### config.mk
export PLATFORM = sky130hd
export DESIGN_NAME = mmcm_drp_arbiter
export DESIGN_NICKNAME = d
export VERILOG_FILES = /design/src/rtl/mmcm_drp_pkg.sv /design/src/rtl/rr_pick.sv /design/src/rtl/mmcm_drp_arbiter.sv
export SDC_FILE = /design/constraint.sdc
export NUM_CORES = 1
export LEC_CHECK = 0
export CAP_MARGIN = 15
export CORE_MARGIN = 5
export CORE_UTILIZATION = 30
export CTS_CLUSTER_SIZE = 8
export DETAILED_ROUTE_END_ITERATION = 8
export PLACE_DENSITY_LB_ADDON = 0.15
export SLEW_MARGIN = 0
export SYNTH_ARGS = -nofsm -noshare
export SYNTH_HDL_FRONTEND = slang
export SYNTH_SLANG_ARGS = --single-unit
### constraint.sdc
create_clock -name clk_i -period 8.59 [get_ports clk_i]
set_input_delay 1.718 -clock clk_i [delete_from_list [all_inputs] [get_ports clk_i]]
set_output_delay 1.718 -clock clk_i [all_outputs]
set_load 0.02 [all_outputs]
### src/rtl/mmcm_drp_pkg.sv
`default_nettype none
// ============================================================================
//  mmcm_drp_pkg
//  Shared types and widths for the MMCM/PLL DRP arbiter.
//  Rev 1.0
// ============================================================================
package mmcm_drp_pkg;

    localparam int DRP_ADDR_W = 7;
    localparam int DRP_DATA_W = 16;

    typedef enum logic [1:0] {
        IDLE     = 2'd0,
        ISSUE    = 2'd1,
        WAIT_RDY = 2'd2,
        HOLD     = 2'd3
    } drp_arb_state_t;

    typedef struct packed {
        logic                  we;
        logic [DRP_ADDR_W-1:0] addr;
        logic [DRP_DATA_W-1:0] di;
    } drp_req_t;

endpackage
`default_nettype wire

### src/rtl/rr_pick.sv
`default_nettype none
// ============================================================================
//  rr_pick
//  Combinational round-robin picker: first set bit at or after rr_i, wrapping.
//  Rev 1.0
// ============================================================================
module rr_pick #(
    parameter int N     = 2,
    parameter int IDX_W = $clog2(N)
) (
    input  logic [N-1:0]     pend_i,
    input  logic [IDX_W-1:0] rr_i,
    output logic             found_o,
    output logic [IDX_W-1:0] idx_o
);

    // Scan from furthest to nearest so the nearest pending slot wins.
    always_comb begin
        int j;
        j       = 0;
        found_o = 1'b0;
        idx_o   = '0;
        for (int k = N - 1; k >= 0; k--) begin
            j = int'(rr_i) + k;
            if (j >= N) begin
                j = j - N;
            end
            if (pend_i[j]) begin
                found_o = 1'b1;
                idx_o   = IDX_W'(j);
            end
        end
    end

endmodule
`default_nettype wire

### src/rtl/mmcm_drp_arbiter.sv
`default_nettype none
// ============================================================================
//  mmcm_drp_arbiter
//  Round-robin sharing of one MMCM/PLL DRP port between N_REQ masters.
//  Rev 1.0
// ============================================================================
module mmcm_drp_arbiter
    import mmcm_drp_pkg::*;
#(
    parameter int N_REQ   = 2,
    parameter int TIMEOUT = 64,
    parameter int IDX_W   = $clog2(N_REQ),
    parameter int TMO_W   = $clog2(TIMEOUT + 1)
) (
    input  logic                         clk_i,
    input  logic                         reset_i,
    input  logic [N_REQ-1:0]             m_den_i,
    input  logic [N_REQ-1:0]             m_dwe_i,
    input  logic [N_REQ*DRP_ADDR_W-1:0]  m_daddr_i,
    input  logic [N_REQ*DRP_DATA_W-1:0]  m_di_i,
    input  logic [N_REQ-1:0]             m_lock_i,
    output logic [N_REQ-1:0]             m_drdy_o,
    output logic [DRP_DATA_W-1:0]        m_do_o,
    output logic [N_REQ-1:0]             m_err_o,
    output logic [IDX_W-1:0]             grant_o,
    output logic                         busy_o,
    output logic                         drp_den_o,
    output logic                         drp_dwe_o,
    output logic [DRP_ADDR_W-1:0]        drp_daddr_o,
    output logic [DRP_DATA_W-1:0]        drp_di_o,
    input  logic [DRP_DATA_W-1:0]        drp_do_i,
    input  logic                         drp_drdy_i
);

    localparam logic [1:0] S_IDLE  = IDLE;
    localparam logic [1:0] S_ISSUE = ISSUE;
    localparam logic [1:0] S_WAIT  = WAIT_RDY;
    localparam logic [1:0] S_HOLD  = HOLD;

    logic [1:0]            state_q, state_d;
    logic [IDX_W-1:0]      grant_q, grant_d;
    logic [IDX_W-1:0]      rr_q, rr_d;
    logic [TMO_W-1:0]      tmo_q, tmo_d;
    logic [N_REQ-1:0]      pend_q, pend_d;
    drp_req_t              slot_q [N_REQ];

    logic                  den_q, den_d;
    logic                  dwe_q, dwe_d;
    logic [DRP_ADDR_W-1:0] daddr_q, daddr_d;
    logic [DRP_DATA_W-1:0] di_q, di_d;
    logic [N_REQ-1:0]      drdy_q, drdy_d;
    logic [N_REQ-1:0]      err_q, err_d;
    logic [DRP_DATA_W-1:0] do_q, do_d;

    logic [N_REQ-1:0]      w_accept;
    logic [N_REQ-1:0]      w_overrun;
    logic [N_REQ-1:0]      w_pend_eff;
    logic                  w_found;
    logic [IDX_W-1:0]      w_idx;
    logic [IDX_W-1:0]      w_rr_next;
    logic                  w_done;
    drp_req_t              w_slot;

    assign w_accept   = m_den_i & ~pend_q;
    assign w_overrun  = m_den_i & pend_q;
    // A request captured this cycle is already visible to the picker.
    assign w_pend_eff = pend_q | m_den_i;
    assign w_rr_next  = (grant_q == IDX_W'(N_REQ - 1)) ? '0 : grant_q + 1'b1;
    assign w_slot     = slot_q[grant_q];

    rr_pick #(
        .N     (N_REQ),
        .IDX_W (IDX_W)
    ) u_rr_pick (
        .pend_i  (w_pend_eff),
        .rr_i    (rr_q),
        .found_o (w_found),
        .idx_o   (w_idx)
    );

    always_comb begin
        state_d = state_q;
        grant_d = grant_q;
        rr_d    = rr_q;
        tmo_d   = tmo_q;
        pend_d  = pend_q | w_accept;
        den_d   = 1'b0;
        dwe_d   = dwe_q;
        daddr_d = daddr_q;
        di_d    = di_q;
        drdy_d  = '0;
        err_d   = w_overrun;
        do_d    = do_q;
        w_done  = 1'b0;
        case (state_q)
            S_IDLE: begin
                if (w_found) begin
                    state_d = S_ISSUE;
                    grant_d = w_idx;
                end
            end
            S_ISSUE: begin
                den_d   = 1'b1;
                dwe_d   = w_slot.we;
                daddr_d = w_slot.addr;
                di_d    = w_slot.we ? w_slot.di : '0;
                tmo_d   = TMO_W'(TIMEOUT);
                state_d = S_WAIT;
            end
            S_WAIT: begin
                // drdy wins over a timeout expiring in the same cycle.
                if (drp_drdy_i) begin
                    do_d            = drp_do_i;
                    drdy_d[grant_q] = 1'b1;
                    pend_d[grant_q] = 1'b0;
                    w_done          = 1'b1;
                end else if (tmo_q <= TMO_W'(1)) begin
                    err_d[grant_q]  = 1'b1;
                    pend_d[grant_q] = 1'b0;
                    w_done          = 1'b1;
                end else begin
                    tmo_d = tmo_q - 1'b1;
                end
                if (w_done) begin
                    if (m_lock_i[grant_q]) begin
                        state_d = S_HOLD;
                    end else begin
                        state_d = S_IDLE;
                        rr_d    = w_rr_next;
                    end
                end
            end
            S_HOLD: begin
                if (w_pend_eff[grant_q]) begin
                    state_d = S_ISSUE;
                end else if (!m_lock_i[grant_q]) begin
                    state_d = S_IDLE;
                    rr_d    = w_rr_next;
                end
            end
            default: state_d = S_IDLE;
        endcase
    end

    always_ff @(posedge clk_i or posedge reset_i) begin
        if (reset_i) begin
            for (int i = 0; i < N_REQ; i++) begin
                slot_q[i] <= '0;
            end
        end else begin
            for (int i = 0; i < N_REQ; i++) begin
                if (w_accept[i]) begin
                    slot_q[i].we   <= m_dwe_i[i];
                    slot_q[i].addr <= m_daddr_i[i*DRP_ADDR_W +: DRP_ADDR_W];
                    slot_q[i].di   <= m_di_i[i*DRP_DATA_W +: DRP_DATA_W];
                end
            end
        end
    end

    always_ff @(posedge clk_i or posedge reset_i) begin
        if (reset_i) begin
            state_q <= S_IDLE;
            grant_q <= '0;
            rr_q    <= '0;
            tmo_q   <= '0;
            pend_q  <= '0;
            den_q   <= 1'b0;
            dwe_q   <= 1'b0;
            daddr_q <= '0;
            di_q    <= '0;
            drdy_q  <= '0;
            err_q   <= '0;
            do_q    <= '0;
        end else begin
            state_q <= state_d;
            grant_q <= grant_d;
            rr_q    <= rr_d;
            tmo_q   <= tmo_d;
            pend_q  <= pend_d;
            den_q   <= den_d;
            dwe_q   <= dwe_d;
            daddr_q <= daddr_d;
            di_q    <= di_d;
            drdy_q  <= drdy_d;
            err_q   <= err_d;
            do_q    <= do_d;
        end
    end

    assign m_drdy_o    = drdy_q;
    assign m_err_o     = err_q;
    assign m_do_o      = do_q;
    assign grant_o     = grant_q;
    assign busy_o      = (state_q != S_IDLE);
    assign drp_den_o   = den_q;
    assign drp_dwe_o   = dwe_q;
    assign drp_daddr_o = daddr_q;
    assign drp_di_o    = di_q;

endmodule
`default_nettype wire

Word-level counts from Yosys, hierarchy flattened --
Cells that the tools add are included. Widths: inputs -> output; s select.
Storage, ports and cells: register bits after elaboration 106, input port bits 71, output and inout port bits 47, word-level logic and storage cells 107
Operators by class: add/sub/neg operators 5, order comparisons 8, equality and inequality tests 9, mux-type cells 48, bitwise operators 9, reductions and logical operators 10
Operators with widths (number):
- $mux 24 | 3
- $lt 32x3->1 const B | 2
- $mux 32 | 2
- $ge 32x3->1 const B | 1
- $sub 32x3->32 const B | 1
- $mux 2 | 13
- $mux 1 | 23
- $mux 16 | 1
- $mux 7 | 2
- $pmux 7 s2 | 1
- $reduce_and 3->1 | 3
- $ne 2x2->1 const B | 4
- $pmux 2 s4 | 1
- $le 7x1->1 const B | 1
- $sub 7x1->7 const B | 1
- $and 2x2->2 | 3
- $or 2x2->2 | 3
- $reduce_bool 2->1 | 3
- $eq 2x2->1 const B | 2
- $not 2->2 | 2
- $reduce_and 2->1 | 2
- $ne 3x3->1 const B | 1
- $sub 1x2->3 const B | 1
- $add 1x1->2 const B | 1
- other kinds (12) | 12

Depth between registers and ports, before layout --
Gate-level depths: netlist (run 1).
depth after elaboration 10, depth in mapped cells 7, gate-level depth less buffers 6

Hierarchy --
A second synthesis (run 1) with hierarchy kept.
Unflattened totals: cell total of the unflattened synthesis 335, area total of the unflattened synthesis 4372.9 µm²
By module, submodules not included:
- mmcm_drp_arbiter | instances 1, cells each 332, area each 4355.4 µm², seq. area each 2652.5 µm²
- rr_pick | instances 1, cells each 3, area each 17.5 µm², seq. area each 0.0 µm²

Worst setup path after synthesis (run 1) --
OpenSTA, ideal clock, no wires.
path type input to register, start point in drp_drdy_i, end point reg tmo_q[3], setup time 82 ps, data arrival time 2657 ps, required time 8508 ps, path slack 5850 ps, cell stages on the path 4, buffers on the path 0, cell sequence or4_4 -> a2111oi_4 -> a21oi_2 -> o22ai_1
On the way: longest elaborated chain between the ends 2
Ends and longest elaborated chain:
- start, declared | line mmcm_drp_arbiter.sv:32 | input logic drp_drdy_i
- $ne 2x2->1 (no line)
- $reduce_and 3->1 (no line)
- end signal, assigned | line mmcm_drp_arbiter.sv:179 | tmo_q <= tmo_d;
- end, declared | line mmcm_drp_arbiter.sv:43 | logic [TMO_W-1:0] tmo_q, tmo_d;
Every way passes these cells. A chain may end at the register's enable or synchronous reset.

Worst setup path in the final report (run 1) --
start point reg state_q[1], end point out busy_o
On the way: longest elaborated chain between the ends 1
Ends and longest elaborated chain:
- start, declared | line mmcm_drp_arbiter.sv:40 | logic [1:0] state_q, state_d;
- start signal, assigned | line mmcm_drp_arbiter.sv:176 | state_q <= state_d;
- $reduce_bool 2->1 | line mmcm_drp_arbiter.sv:195 | assign busy_o = (state_q != S_IDLE);
- end, declared | line mmcm_drp_arbiter.sv:26 | output logic busy_o,
Every way passes these cells.

==> results of run 1 <==
==> metal layers <==
layer | track usage | vias to the layer above
li1 | - | 1453
met1 | 0.161 | 1494
met2 | 0.195 | 107
met3 | 0.0523 | 17
met4 | 0.0469 | 2
met5 | 0 | -
==> state kept, by name, indices dropped and copies added (netlist names) <==
register and count:
slot_q 48, drp_dwe_o 1, pend_q 2, rr_q 1, state_q 2, drp_den_o 1, m_do_o 16, grant_o 1
m_err_o 2, drp_daddr_o 7, tmo_q 7, drp_di_o 16, m_drdy_o 2
==> critical path: stages (launching register included) <==
cell and delay [ns]:
dfrtp_1 0.65, nor2_1 0.21, inv_1 0.17, clkdlybuf4s50_1 0.64
==> worst min path at each step <==
| stage | endpoint | slack [ns] | cells past startpoint |
|---|---|---|---|
| 2_1_floorplan | slot_q[23]$_DFFE_PP0P_ | 0.47 | 1 |
| 3_3_place_gp | drp_daddr_o[5]$_DFFE_PP0P_ | 0.47 | 2 |
| 3_5_place_dp | drp_dwe_o$_DFFE_PP0P_ | 0.47 | 2 |
| 4_1_cts | drp_dwe_o$_DFFE_PP0P_ | 0.49 | 2 |
| 5_1_grt | m_do_o[11]$_DFFE_PP0P_ | 0.51 | 1 |
| 6_report | drp_daddr_o[5]$_DFFE_PP0P_ | 0.48 | 2 |
==> per-stage QoR <==
stage                     power [mW]  area [um^2]
after global placement          1.84         5830
after global routing            2.39         6120
after floorplan                 1.47         4470
after detailed placement        1.86         5830
after CTS                       2.27         6120
final                           2.23         6120
==> kinds of logic (layout without fill, tap and decap cells) <==
| kind of cell | Yosys count | after routing |
|---|---|---|
| buf+inv | 27 | 145 |
| fa+ha+maj | 2 | 2 |
| mux | 90 | 90 |
| simple gates | 66 | 66 |
| flops | 106 | 106 |
| compound gates | 55 | 55 |
==> area by class of cell <==
type / instances / share of cell area
well taps: 184 / 0.0376
clock buffers: 12 / 0.0419
repair buffers: 120 / 0.195
multi-input cells: 213 / 0.280
flip-flops and latches: 106 / 0.434
inverters: 9 / 0.00593
clock inverters: 4 / 0.00572
==> synthesized netlist by cell type, drive strengths merged (2+ instances only) <==
library cell,n
dfrtp,106
mux2,66
nand2,39
o21ai,25
mux2i,24
buf,11
nor2,10
inv,9
clkbuf,7
o211ai,4
a21o,3
a21oi,3
a31oi,3
nand2b,3
o311ai,3
a211o,2
ha,2
nand3,2
nor2b,2
nor3,2
o22ai,2
or4,2
==> report_power, final <==
part           internal (mW)  leakage (nW)  total, mW  switching [mW]
clock                  0.215         0.137      0.404           0.188
combinational          0.484          1.20      0.940           0.456
sequential             0.739          1.30      0.889           0.150
total                   1.44          2.63       2.23           0.795
==> metrics.yaml, run 1 <==
status: "complete, no violations"
r2r_setup_slack_ns: 6.48
diodes: 0
crit_path_end_kind: "primary output"
synth_xor_area_frac: 0
synth_top_family_by_area: "multiplexers"
synth-seq-cells: 106
synth_mux_area_frac: 0.220
report.final.slew_viol_count: 0
endpoint: "busy_o"
gr-total-overflow: 0
rows: 44
power.density_nw_per_um2: 365
grt_usage: 0.127
drtPass1Iterations: 4
met2_length_um: 4780
dp_slack_ns: 5.00
die_w_um: 132
layout_commonest_cell: "clkdlybuf4s50_1"
ctsHoldBuffers: 0
min-delay-start: "drp_daddr_o[5]$_DFFE_PP0P_"
setup_ws_ns: 4.85
grt_start_max_net_pins: 56
tightest_slew_ns: 0.861
ir_worst_vdd_mv: 0.166
synth_async_sr_flop_share: 1.00
grt_pass1_wl_um: 17700
synth_edf_count: 0
place_congestion: 0.731
p_leak_nw: 2.63
register_area_um2: 2650
hold_class: "register to register"
synth_top_cell_by_area: "dfrtp_1"
clockBufferDepth: 2
vias_per_cell: 4.74
yosys_warnings: 0
synth_area_leaders: "dfrtp_1 (59%), mux2_2 (17%), mux2i_1 (5.4%)"
yosys.area_share.simple: 0.0692
clock-sinks: 106
clk_pin_slew_ns: 0.07
synthToLayoutAreaGrowth_pct: 37.0
fin_util: 0.419
synthAdderAreaFrac: 0.00560
setup_tns_ns: 0
regToRegEndpoint: "drp_di_o[9]$_DFFE_PP0P_"
synth-compound-area-share: 0.0855
synth_top_area_frac: 0.594
crit_start: "state_q[1]$_DFFE_PP0P_"
multi_input_area_um2: 1710
ys_seq_area_frac: 0.594
antenna_left: 0
cts_buffers: 9
die_area_um2: 17400
syn_area_um2: 4470
cts-htree-levels: 3
synth.distinct_cells: 42
via_count: 3073
fin_cells: 648
antenna_found_initial: 1
wl_met3_um: 884
clk_latency_ns: 0.35
start_util: 0.306
crit_fanout: 16
cts_setup_buffers: 0
clock_skew_ns: 0.00402
io_pins: 118
netlist_instances: 346
final_cell_mix: "clkdlybuf4s50_1 (117), dfrtp_1 (105), mux2_2 (66)"
grt_pass1_vias: 3333
rr_startpoint: "grant_o$_DFFE_PP0P_"
die_h_um: 132
port_buffers: 117
routed.top_layer: "met5"
crit_required_ns: 6.87
dominantRegCellSynth: "dfrtp_1"
core-area_um2: 14600
drtIter0Drc: 119
n_fill_cell: 1348
dp_hpwl_um: 7100
nets: 532
syn_nets: 419
dp_cells: 632
cts.root.buffer_cell: "clkbuf_16"
cp-start-kind: "register"
rsz0062_at_grt: "false"
timing_hold_violations_final: 0
rr_worst_depth: 4
maxCapViolCount: 0
route.detailed.drc: 0
fmax_mhz: 267
wl_met1_um: 4680
post_cts_resized: 0
maxSlewHeadroom: 0.425
syn_area_per_cell_um2: 12.9
wl_per_cell_um: 16.3
setup_viol: 0
drive_gt1_frac: 0.200
critical_path_class: "register to primary output"
crit_arrival_ns: 2.02
finalCritPeriodShare: 0.436
totalWireLength_um: 10600
cts_tree: "built"
hold_slack_ns: 0.482
min_period_ns: 3.74
Power figures use the tool's default switching activity.
==> run 2: changes to the inputs <==
Clock period 8.59 ns to 3.5 ns, I/O delays scaled along.
==> metrics.yaml, run 2 (synthesis gave the netlist of run 1 again) <==
status: "complete, no violations"
cts_buffers: 9
core-area_um2: 14600
wl_per_cell_um: 16.6
worst_path_max_delay_cell: "dfrtp_1"
final_cell_mix: "clkdlybuf4s50_1 (117), dfrtp_1 (105), mux2_2 (66)"
tightest_slew_ns: 0.680
clock_skew_ns: 0.00621
die_area_um2: 17400
maxCapViolCount: 0
multi_input_area_um2: 1710
totalWireLength_um: 10800
start_util: 0.306
dp_hpwl_um: 7480
fmax_mhz: 372
power.internal_mw: 3.63
post_cts_resized: 0
drive_gt1_frac: 0.204
top_register: "slot_q"
crit_fanout: 16
layout_commonest_cell: "clkdlybuf4s50_1"
p_leak_nw: 2.66
power.density_nw_per_um2: 904
rr_startpoint: "state_q[1]$_DFFE_PP0P_"
setup_viol: 0
switching_share: 0.349
drtPass1Iterations: 4
cts.root.buffer_cell: "clkbuf_16"
power_frac_clock: 0.190
hold_class: "register to register"
crit_arrival_ns: 1.99
comb_power_share: 0.405
cts-htree-levels: 3
rsz0062_at_grt: "false"
crit_required_ns: 2.80
setup_tns_ns: 0
cts_tree: "built"
die_w_um: 132
io_pins: 118
clk_pin_slew_ns: 0.07
grt_start_max_net_pins: 55
n_fill_cell: 1385
largest_reg_flops: 48
cp-start-kind: "register"
crit_start: "state_q[1]$_DFFE_PP0P_"
clk_latency_ns: 0.35
diodes: 0
place_congestion: 0.742
rows: 44
clock-sinks: 106
min_period_ns: 2.69
via_count: 3098
report.final.slew_viol_count: 0
timing_hold_violations_final: 0
endpoint: "busy_o"
vias_per_cell: 4.77
cts_setup_buffers: 0
port_buffers: 117
finalPower_mw: 5.58
nets: 535
die_h_um: 132
hold_slack_ns: 0.489
cp_cell_sequence: "nor2_1 -> inv_1 -> clkdlybuf4s50_1"
regToRegEndpoint: "drp_di_o[6]$_DFFE_PP0P_"
switchingPower_mw: 1.95
crit_path_end_kind: "primary output"
ir_worst_vdd_mv: 0.403
r2r_setup_slack_ns: 1.36
grt_usage: 0.129
antenna_left: 0
rr_worst_depth: 6
critical_path_class: "register to primary output"
antenna_found_initial: 1
drtIter0Drc: 141
maxSlewHeadroom: 0.546
grt_pass1_vias: 3439
finalCritPeriodShare: 0.769
synthToLayoutAreaGrowth_pct: 38.2
gr-total-overflow: 0
power_frac_seq: 0.405
ctsHoldBuffers: 0
grt_pass1_wl_um: 18100
cpPeakStageDelay_ns: 0.63
route.detailed.drc: 0
register_area_um2: 2650
clockBufferDepth: 2
-- run 2: cell count changes in the layout (fill, tap and decap cells not counted), sizes merged --
cell	before	now
buf	3	6
clkbuf	12	9
bufinv	0	2
clkinv	1	2
clkinvlp	2	1
inv	10	9
-- run 2: area by class of cell --
type | count | area share
repair buffers | 123 | 0.199
flip-flops and latches | 106 | 0.430
inverters | 9 | 0.00588
clock inverters | 5 | 0.0132
well taps | 184 | 0.0373
multi-input cells | 213 | 0.278
clock buffers | 9 | 0.0365
-- run 2: per-layer routing --
metal,GRT usage,share of wire,up-vias
met5,0,0.00065,-
met4,0.0360,0.013,2
met3,0.0573,0.079,15
met2,0.195,0.44,106
met1,0.167,0.47,1523
li1,-,-,1452
-- run 2: worst min-delay path by stage --
stage | end | cells past startpoint | from
finish | drp_daddr_o[5]$_DFFE_PP0P_ | 2 | drp_daddr_o[5]$_DFFE_PP0P_
global route | slot_q[23]$_DFFE_PP0P_ | 1 | slot_q[23]$_DFFE_PP0P_
CTS | drp_daddr_o[5]$_DFFE_PP0P_ | 2 | drp_daddr_o[5]$_DFFE_PP0P_
detailed placement | drp_daddr_o[5]$_DFFE_PP0P_ | 2 | drp_daddr_o[5]$_DFFE_PP0P_
global placement | drp_daddr_o[5]$_DFFE_PP0P_ | 2 | drp_daddr_o[5]$_DFFE_PP0P_
floorplan | slot_q[23]$_DFFE_PP0P_ | 1 | slot_q[23]$_DFFE_PP0P_
-- run 2: through the flow --
stage	util	instances	cell area (um^2)	worst slack, ns
after floorplan	-	346	4470	0.0111
after global placement	0.402	635	5860	1.18
after detailed placement	0.402	635	5860	1.13
after CTS	0.423	649	6170	0.798
after global routing	0.423	649	6170	0.676
final	0.423	649	6170	0.809
-- run 2: power by group through the flow --
stage | Sequential (mW) | Combinational [mW] | Clock, mW
floorplan | 2.41 | 1.20 | 0
global placement | 2.27 | 2.26 | 0
detailed placement | 2.29 | 2.31 | 0
CTS | 2.27 | 2.31 | 1.11
global route | 2.35 | 2.49 | 1.15
finish | 2.26 | 2.26 | 1.06
-- run 2: worst max-delay path, delay by kind of cell, from the launching register on --
kind                   cells  cell delay [ns]
flip-flops                 1             0.63
AND/OR/NAND/NOR            1             0.20
buffers and inverters      2             0.81
==> run 3: changes to the inputs <==
Clock period 3.5 ns to 2.4 ns, I/O delays scaled along.
==> metrics.yaml, run 3 (synthesis gave the netlist of run 1 again) <==
status: "complete, no violations"
core-area_um2: 14600
critPathTopFamily: "buffers and inverters"
comb_power_share: 0.430
clock_skew_ns: 0.00610
grt_pass1_vias: 3336
grt_pass1_wl_um: 17800
largest_reg_flops: 48
report.final.slew_viol_count: 0
die_area_um2: 17400
antenna_found_initial: 0
power.density_nw_per_um2: 1300
post_cts_resized: 0
p_leak_nw: 2.69
grt_start_max_net_pins: 39
diodes: 0
tightest_slew_ns: 0.525
power_frac_seq: 0.392
ir_worst_vdd_mv: 0.597
ctsHoldBuffers: 0
dp_slack_ns: 0.280
n_fill_cell: 1369
critical_path_class: "register to primary output"
place_area_um2: 5940
cts.root.buffer_cell: "clkbuf_16"
cts_buffers: 9
crit_arrival_ns: 1.75
switching_share: 0.352
final_cell_mix: "clkdlybuf4s50_1 (117), dfrtp_1 (105), mux2_2 (66)"
cpPeakStageDelay_ns: 0.57
worst_path_max_delay_cell: "clkdlybuf4s50_1"
crit_fanout: 5
crit_required_ns: 1.92
power.internal_mw: 5.27
fin_area_um2: 6230
maxSlewHeadroom: 0.649
finalPower_mw: 8.13
start_util: 0.306
drtPass1Iterations: 4
synthToLayoutAreaGrowth_pct: 39.6
route.detailed.drc: 0
maxCapViolCount: 0
via_count: 3146
min_period_ns: 2.23
cts_setup_buffers: 0
dp_cells: 643
die_w_um: 132
port_buffers: 117
crit_buf_inv: 2
cp_cell_sequence: "nor2_1 -> inv_1 -> clkdlybuf4s50_1"
top_register: "slot_q"
power_frac_clock: 0.179
switchingPower_mw: 2.86
hold_class: "register to register"
rsz0062_at_grt: "false"
setup_tns_ns: 0
clk_pin_slew_ns: 0.07
die_h_um: 132
place_congestion: 0.737
clock-sinks: 106
fin_cells: 659
rows: 44
io_pins: 118
antenna_left: 0
grt_usage: 0.129
clockBufferDepth: 2
fmax_mhz: 448
nets: 543
cts_tree: "built"
clk_latency_ns: 0.35
finalCritPeriodShare: 0.930
totalWireLength_um: 10900
gr-total-overflow: 0
crit_path_end_kind: "primary output"
setup_viol: 0
dp_hpwl_um: 7690
layout_commonest_cell: "clkdlybuf4s50_1"
cts-htree-levels: 3
drive_gt1_frac: 0.215
wl_per_cell_um: 16.6
vias_per_cell: 4.77
timing_hold_violations_final: 0
cp-start-kind: "register"
drtIter0Drc: 120
setup_ws_ns: 0.167
==> run 3: cell count changes in the layout (fill, tap and decap cells not counted), sizes merged <==
cell and delta:
bufinv -1, clkinv +1, clkbuf +3, inv -1
buf +8
==> run 3: final cells by class <==
| type | instances | area, um^2 | share of cell area |
|---|---|---|---|
| Inverter | 9 | 37.5 | 0.00602 |
| Multi-Input combinational cell | 213 | 1710 | 0.274 |
| Clock inverter | 4 | 52.6 | 0.00843 |
| Timing Repair Buffer | 131 | 1310 | 0.211 |
| Clock buffer | 12 | 236 | 0.0379 |
| Sequential cell | 106 | 2650 | 0.426 |
| Tap cell | 184 | 230 | 0.0369 |
==> run 3: per-stage QoR <==
step	hold slack [ns]	utilization
global route	0.507	0.427
finish	0.483	0.427
floorplan	0.475	-
global placement	0.464	0.407
detailed placement	0.469	0.407
CTS	0.488	0.427
==> run 3: metal layers <==
layer	GRT usage	part of all wire
met5	0	0
met4	0.0400	0.014
met3	0.0523	0.073
met2	0.202	0.46
met1	0.163	0.45
==> run 3: final timing paths <==
path,start,endpoint,slack [ns],depth (start not counted)
max,state_q[1]$_DFFE_PP0P_,busy_o,0.17,3
min,drp_daddr_o[3]$_DFFE_PP0P_,drp_daddr_o[3]$_DFFE_PP0P_,0.48,2
max reg2reg,tmo_q[0]$_DFFE_PP0P_,tmo_q[4]$_DFFE_PP0P_,0.55,6
min reg2reg,drp_daddr_o[3]$_DFFE_PP0P_,drp_daddr_o[3]$_DFFE_PP0P_,0.48,2
max in group asynchronous,reset_i,slot_q[3]$_DFFE_PP0P_,1.28,3
min in group asynchronous,reset_i,slot_q[47]$_DFFE_PP0P_,0.53,2
==> run 3: power groups by stage <==
stage	logic, mW	registers (mW)	clock network [mW]
after CTS	3.57	3.19	1.52
after floorplan	1.75	3.52	0
after global placement	3.50	3.19	0
after detailed placement	3.57	3.22	0
after global routing	3.82	3.30	1.59
final	3.49	3.18	1.45
==> run 3: worst register-to-register path: cells and delay by family, from the launching register on <==
family | cells | cell delay (ns)
compound gates | 3 | 0.51
fa+ha+maj | 1 | 0.23
buf+inv | 1 | 0.09
flops | 1 | 0.47
simple gates | 1 | 0.45
